[src/rtl/cpu_regs_bank.sv]
// cpu_regs_bank: parametrised CPU register bank behind the cpu_sync IP bus.
// Provides ID/VERSION words, NUM_RW byte-enabled R/W registers, NUM_RO sampled
// status inputs and NUM_CNT clear-on-read event counters with a coherent
// high-word snapshot.
// Optional build macro: CPU_REGS_BANK_CNT_SATURATE_EN. When it is defined,
// counters saturate at all-ones instead of wrapping.
module cpu_regs_bank #(
    parameter int unsigned ADDR_WIDTH    = 12,
    parameter int unsigned NUM_RW        = 4,
    parameter int unsigned NUM_RO        = 2,
    parameter int unsigned NUM_CNT       = 4,
    parameter int unsigned CNT_WIDTH     = 48,
    parameter logic [31:0] ID_VALUE      = 32'h0000_DA01,
    parameter logic [31:0] VERSION_VALUE = 32'h0000_0001,
    parameter logic [31:0] RW_DEFAULT    = 32'h0
) (
    input  logic                    clk,
    input  logic                    resetn,
    input  logic                    bus2ip_cs,
    input  logic                    bus2ip_rnw,
    input  logic [ADDR_WIDTH-1:0]   bus2ip_addr,
    input  logic [31:0]             bus2ip_data,
    input  logic [3:0]              bus2ip_be,
    output logic [31:0]             ip2bus_data,
    output logic                    ip2bus_rdack,
    output logic                    ip2bus_wrack,
    output logic                    ip2bus_error,
    output logic [NUM_RW*32-1:0]    rw_regs,
    input  logic [NUM_RO*32-1:0]    ro_regs,
    input  logic [NUM_CNT-1:0]      cnt_inc,
    output logic [NUM_CNT-1:0]      cnt_ovf
);

    localparam logic [31:0] DEAD_WORD = 32'hDEAD_BEEF;
    localparam logic [31:0] ADDR_ID   = 32'h000;
    localparam logic [31:0] ADDR_VER  = 32'h004;
    localparam logic [31:0] BASE_RW   = 32'h040;
    localparam logic [31:0] BASE_RO   = 32'h080;
    localparam logic [31:0] BASE_CNT  = 32'h100;

    // ------------------------------------------------------------------
    // Handshake state
    // ------------------------------------------------------------------
    logic        armed_q, armed_d;
    logic        rdack_q, wrack_q;
    logic [31:0] data_q;
    logic        error_q;

    logic        accept;
    logic        rd_accept;
    logic        wr_accept;

    assign accept    = bus2ip_cs & armed_q;
    assign rd_accept = accept & bus2ip_rnw;
    assign wr_accept = accept & ~bus2ip_rnw;

    // ------------------------------------------------------------------
    // Address decode
    // ------------------------------------------------------------------
    logic [31:0]              addr_ext;
    logic                     mapped;
    logic [31:0]              rd_data;
    logic [NUM_RW-1:0]        rw_hit;
    logic [NUM_CNT-1:0]       lo_hit;

    logic [31:0]              rw_q [NUM_RW];
    logic [31:0]              rw_d [NUM_RW];
    logic [NUM_CNT-1:0][31:0] cnt_lo;
    logic [NUM_CNT-1:0][31:0] cnt_hi;

    assign addr_ext = 32'(bus2ip_addr);

    // Decode the byte address into a hit vector and the read-data value.
    always_comb begin
        rd_data = DEAD_WORD;
        mapped  = 1'b0;
        rw_hit  = '0;
        lo_hit  = '0;

        if (addr_ext == ADDR_ID) begin
            rd_data = ID_VALUE;
            mapped  = 1'b1;
        end
        if (addr_ext == ADDR_VER) begin
            rd_data = VERSION_VALUE;
            mapped  = 1'b1;
        end
        for (int i = 0; i < NUM_RW; i++) begin
            if (addr_ext == BASE_RW + 32'(4 * i)) begin
                rw_hit[i] = 1'b1;
                rd_data   = rw_q[i];
                mapped    = 1'b1;
            end
        end
        for (int j = 0; j < NUM_RO; j++) begin
            if (addr_ext == BASE_RO + 32'(4 * j)) begin
                rd_data = ro_regs[32*j +: 32];
                mapped  = 1'b1;
            end
        end
        for (int k = 0; k < NUM_CNT; k++) begin
            if (addr_ext == BASE_CNT + 32'(8 * k)) begin
                lo_hit[k] = 1'b1;
                rd_data   = cnt_lo[k];
                mapped    = 1'b1;
            end
            if (addr_ext == BASE_CNT + 32'(8 * k + 4)) begin
                rd_data = cnt_hi[k];
                mapped  = 1'b1;
            end
        end
    end

    // Re-arm on the first idle cycle after an accepted access.
    always_comb begin
        armed_d = armed_q;
        if (accept) begin
            armed_d = 1'b0;
        end else if (!bus2ip_cs) begin
            armed_d = 1'b1;
        end
    end

    // Handshake, acknowledge and response registers.
    always_ff @(posedge clk or negedge resetn) begin
        if (!resetn) begin
            armed_q <= 1'b1;
            rdack_q <= 1'b0;
            wrack_q <= 1'b0;
            data_q  <= DEAD_WORD;
            error_q <= 1'b0;
        end else begin
            armed_q <= armed_d;
            rdack_q <= rd_accept;
            wrack_q <= wr_accept;
            if (rd_accept) begin
                data_q <= rd_data;
            end
            if (accept) begin
                error_q <= ~mapped;
            end
        end
    end

    assign ip2bus_data  = data_q;
    assign ip2bus_rdack = rdack_q;
    assign ip2bus_wrack = wrack_q;
    assign ip2bus_error = error_q;

    // ------------------------------------------------------------------
    // R/W registers
    // ------------------------------------------------------------------
    // Byte-enabled write into the addressed R/W register.
    always_comb begin
        for (int i = 0; i < NUM_RW; i++) begin
            rw_d[i] = rw_q[i];
            if (wr_accept && rw_hit[i]) begin
                for (int b = 0; b < 4; b++) begin
                    if (bus2ip_be[b]) begin
                        rw_d[i][8*b +: 8] = bus2ip_data[8*b +: 8];
                    end
                end
            end
        end
    end

    // R/W register storage.
    always_ff @(posedge clk or negedge resetn) begin
        if (!resetn) begin
            for (int i = 0; i < NUM_RW; i++) begin
                rw_q[i] <= RW_DEFAULT;
            end
        end else begin
            for (int i = 0; i < NUM_RW; i++) begin
                rw_q[i] <= rw_d[i];
            end
        end
    end

    // Flatten R/W registers onto the output bus.
    always_comb begin
        rw_regs = '0;
        for (int i = 0; i < NUM_RW; i++) begin
            rw_regs[32*i +: 32] = rw_q[i];
        end
    end

    // ------------------------------------------------------------------
    // Event counters
    // ------------------------------------------------------------------
    for (genvar k = 0; k < NUM_CNT; k++) begin : gen_cnt
        logic [CNT_WIDTH-1:0] cnt_q, cnt_d;
        logic [31:0]          snap_q, snap_d;
        logic                 ovf_q, ovf_d;
        logic                 clr;
        logic                 ovf_set;
        logic [63:0]          cnt_ext;

        // Low-word read clears the counter and captures its upper word.
        assign clr     = rd_accept & lo_hit[k];
        assign cnt_ext = 64'(cnt_q);

        // Next count; a clear with a coincident event restarts at 1 so no
        // event is lost.
        always_comb begin
`ifdef CPU_REGS_BANK_CNT_SATURATE_EN
            if (clr) begin
                cnt_d = CNT_WIDTH'(cnt_inc[k]);
            end else if (cnt_q == '1) begin
                cnt_d = cnt_q;
            end else begin
                cnt_d = cnt_q + CNT_WIDTH'(cnt_inc[k]);
            end
            ovf_set = cnt_inc[k] & (cnt_d == '1);
`else
            if (clr) begin
                cnt_d = CNT_WIDTH'(cnt_inc[k]);
            end else begin
                cnt_d = cnt_q + CNT_WIDTH'(cnt_inc[k]);
            end
            ovf_set = cnt_inc[k] & (cnt_q == '1);
`endif
            snap_d = clr ? cnt_ext[63:32] : snap_q;
            // A wrap in the clearing cycle keeps the flag set.
            ovf_d  = ovf_set | (ovf_q & ~clr);
        end

        // Counter, snapshot and sticky overflow storage.
        always_ff @(posedge clk or negedge resetn) begin
            if (!resetn) begin
                cnt_q  <= '0;
                snap_q <= '0;
                ovf_q  <= 1'b0;
            end else begin
                cnt_q  <= cnt_d;
                snap_q <= snap_d;
                ovf_q  <= ovf_d;
            end
        end

        assign cnt_lo[k]  = cnt_ext[31:0];
        assign cnt_hi[k]  = snap_q;
        assign cnt_ovf[k] = ovf_q;
    end

endmodule

[config.mk]
export PLATFORM = sky130hd
export DESIGN_NAME = cpu_regs_bank
export DESIGN_NICKNAME = d
export VERILOG_FILES = /design/src/rtl/cpu_regs_bank.sv
export SDC_FILE = /design/constraint.sdc
export NUM_CORES = 1
export LEC_CHECK = 0
export ABC_AREA = 0
export CAP_MARGIN = 40
export CORE_MARGIN = 5
export CORE_UTILIZATION = 39
export CTS_CLUSTER_DIAMETER = 40
export DETAILED_ROUTE_END_ITERATION = 16
export HOLD_SLACK_MARGIN = 0.05
export PLACE_DENSITY = 0.7
export REMOVE_ABC_BUFFERS = 1
export SLEW_MARGIN = 20
export SYNTH_ARGS = -nofsm -noshare
export SYNTH_HDL_FRONTEND = slang
export SYNTH_SLANG_ARGS = --single-unit
[constraint.sdc]
create_clock -name clk -period 2.3 [get_ports clk]
set_input_delay 0.46 -clock clk [delete_from_list [all_inputs] [get_ports clk]]
set_output_delay 0.46 -clock clk [all_outputs]
set_load 0.05 [all_outputs]
==> results.cfg <==
[status]
status = finished clean

[layout]
drive_above_1_share_pct = 29.6
fill_cells = 4861
area_growth_pct = 43.2
nets = 3036
post_layout_nonfiller_instances = 3738
fin_util_pct = 56.1

[power_and_ir_drop]
leakage_nw = 15.8
ir_drop_uv = 543
p_per_area_mw_per_mm2 = 693

[floorplanning]
fp.dieArea_mm2 = 0.0628
io_pins = 287
die-width_um = 251
coreArea_mm2 = 0.0576
initial_core_util_pct = 39.2
num_rows = 88
dieHeight_um = 251

[logic_synthesis]
avgSynthCellArea_um2 = 10.1
synth_area_mm2 = 0.0226
yosysTopAreaCell = dfrtp_1
post_synth_num_cell_types = 82
synth_mux_area_share_pct = 10.3
synth_top_family_by_area = simple AND/OR/NAND/NOR gates
synth_edf_count = 0
ys_seq_elements = 424
synth.area.top_cells = dfrtp_1 44%, mux2_2 8.2%, xor2_1 4.8%
synth-simple-area-share_pct = 20.4
ys.flop_type = dfrtp_1
synthAdderAreaFrac_pct = 0.443
synth_cells = 2227
synth_top_area_share_pct = 44.2
synth.most_common_cell = dfrtp_1
synth_warnings = 0
synth_common_cells = 399 x dfrtp_1, 271 x nor2_1, 189 x nand2_1
synthArstFlopShare_pct = 100
ys_seq_area_share_pct = 47.1
synthXorXnorAreaFrac_pct = 6.55
synth_compound_area_share_pct = 12.0

[placed_design]
place_congestion = 1.01
post-place-ws_ns = -0.896
io_buffers = 286
dp_hpwl_um = 73400
dp.cells = 3574

[critical_path]
critPathKind = primary input to register
cp.required_ns = 2.81
crit_arrival_ns = 2.79
critPathMaxFanout = 6
end_kind = register
critPathLaunchType = primary input

[global_routing]
grt_pass1_vias = 21700
grt_pass1_wl_um = 141000
grt_overflow = 0
grt_max_degree = 64
grt_util_met2_pct = 47.6
antenna_found_initial = 4
grt.busiest_layer = met2
grt_use_met1_pct = 38.6
use_met3_pct = 6.70
grt_usage_pct = 29.2

[sta]
finalHoldViolations = 0
worst_pin_slew_ns = 0.589
finalClockSkew_ns = 0.0246
timing.slew.headroom_pct = 60.9
setup_slack_ns = 0.0173
max_freq_ghz = 0.438
drv_slew = 0
period_share_pct = 99.2
finalCriticalPeriod_ns = 2.28
setup_viol = 0
tns_ns = 0

[clock_network]
clkTransAtPathRegs_ns = 0.05
cts_tree = done
clock_latency_ns = 0.62
cts.sinks = 424
numCtsBuffers = 76
cts_buffer_depth = 3
h-tree-depth = 3
root_buffer = clkbuf_16

[detailed_routing]
routed_wl_um = 94800
drt_iter0_drc = 2375
drtAntennaViolNets = 0
dr.pass1.iters = 7
wl_per_cell_um = 25.4
vias = 21500
post_drt_via_cell_ratio = 5.74
drc = 0

[min_path]
min_path_type = primary input to asynchronous set/reset pin

[job]
drv_cap = 0
## worst paths after layout
kind	start	endpoint	slack [ns]	depth (start not counted)
worst max-delay path	bus2ip_addr[0]	ip2bus_data[1]	0.02	9
worst min-delay path	resetn	gen_cnt[0].ovf_q	0.36	2
worst max register to register	gen_cnt[3].cnt_q[9]	gen_cnt[3].cnt_q[45]	0.10	8
worst min register to register	ip2bus_data[19]	ip2bus_data[19]	0.49	2
max in group asynchronous	resetn	gen_cnt[2].cnt_q[5]	1.02	4
min in group clk	bus2ip_cs	armed_q	0.43	2
## metrics by stage
stage | cell area (µm²) | power, mW | hold WS [ns]
CTS | 32200 | 22.5 | 0.376
floorplan | 22000 | 9.25 | 0.164
finish | 32300 | 22.4 | 0.365
detailed placement | 29400 | 10.8 | 0.428
global route | 32300 | 23.1 | 0.389
global placement | 29400 | 10.8 | 0.418
## kinds of logic after synthesis
kind of cell | Yosys count
simple gates | 854
mux | 207
xor+xnor | 169
fa+ha+maj | 8
flops | 424
compound gates | 426
buf+inv | 139
## flip-flops by register name, summed over array words and instances, names as in the netlist
register,flops
gen_cnt.cnt_q,192
ip2bus_wrack,1
gen_cnt.ovf_q,4
ip2bus_data,32
gen_cnt.snap_q,64
ip2bus_error,1
armed_q,1
rw_regs,128
ip2bus_rdack,1
## layer usage
layer  part of all wire [%]  up-vias
li1                       -     9445
met1                     40    10700
met2                     47     1125
met3                    9.0      210
met4                    3.9        6
met5                  0.050        -
## cell usage in the layout, fill, tap and decap left out, types with 14 or more instances in the layout
master	count
nor2b_1	15
dfrtp_1	399
mux2_2	165
nor2_4	18
o211ai_1	19
inv_1	23
o21ai_0	96
o31ai_1	16
nand2_1	188
inv_6	15
buf_4	397
o22ai_1	25
dfstp_2	25
xnor2_1	45
nor2_1	267
dlymetal6s2s_1	25
xor2_1	124
buf_12	46
clkdlybuf4s50_1	120
nand4_1	63
a22oi_1	18
clkbuf_16	79
and4_1	25
and3_1	40
dlygate4sd2_1	120
nor3_1	39
nand3_1	87
mux2i_1	24
a221oi_1	22
a211oi_1	14
or3_1	15
mux2_1	15
a21oi_1	137
## repair_timing
item	in CTS	in global routing
gates resized for setup	148	34
setup buffers	16	3
hold buffers	1	0
setup endpoints to repair	163	122
pin swaps	8	5
endpoints found under the hold margin	33	0
gates cloned	1	0
## area by class of cell
type                       count  area (µm²)  share of cell area (%)
multi-input combinational   1664       11400                    35.2
sequential                   424       10600                    32.9
timing repair buffer         718        6600                    20.4
clock buffer                  93        2090                    6.46
tap                          765         957                    2.96
clock inverter                49         571                    1.76
inverter                      24        90.1                   0.279
antenna                        1        2.50                 0.00774
## report_power, final
part           internal (mW)  switching (mW)
sequential              7.84           0.452
clock                   7.40            4.27
combinational           1.03            1.41
## critical path: stages
cell             delay, ns
clkdlybuf4s50_1       0.40
buf_4                 0.17
or2_1                 0.30
buf_4                 0.21
nor3_1                0.20
buf_4                 0.17
a21oi_1               0.18
a2111oi_1             0.53
o22ai_1               0.16
No activity file was read; power rests on OpenSTA's default activity.
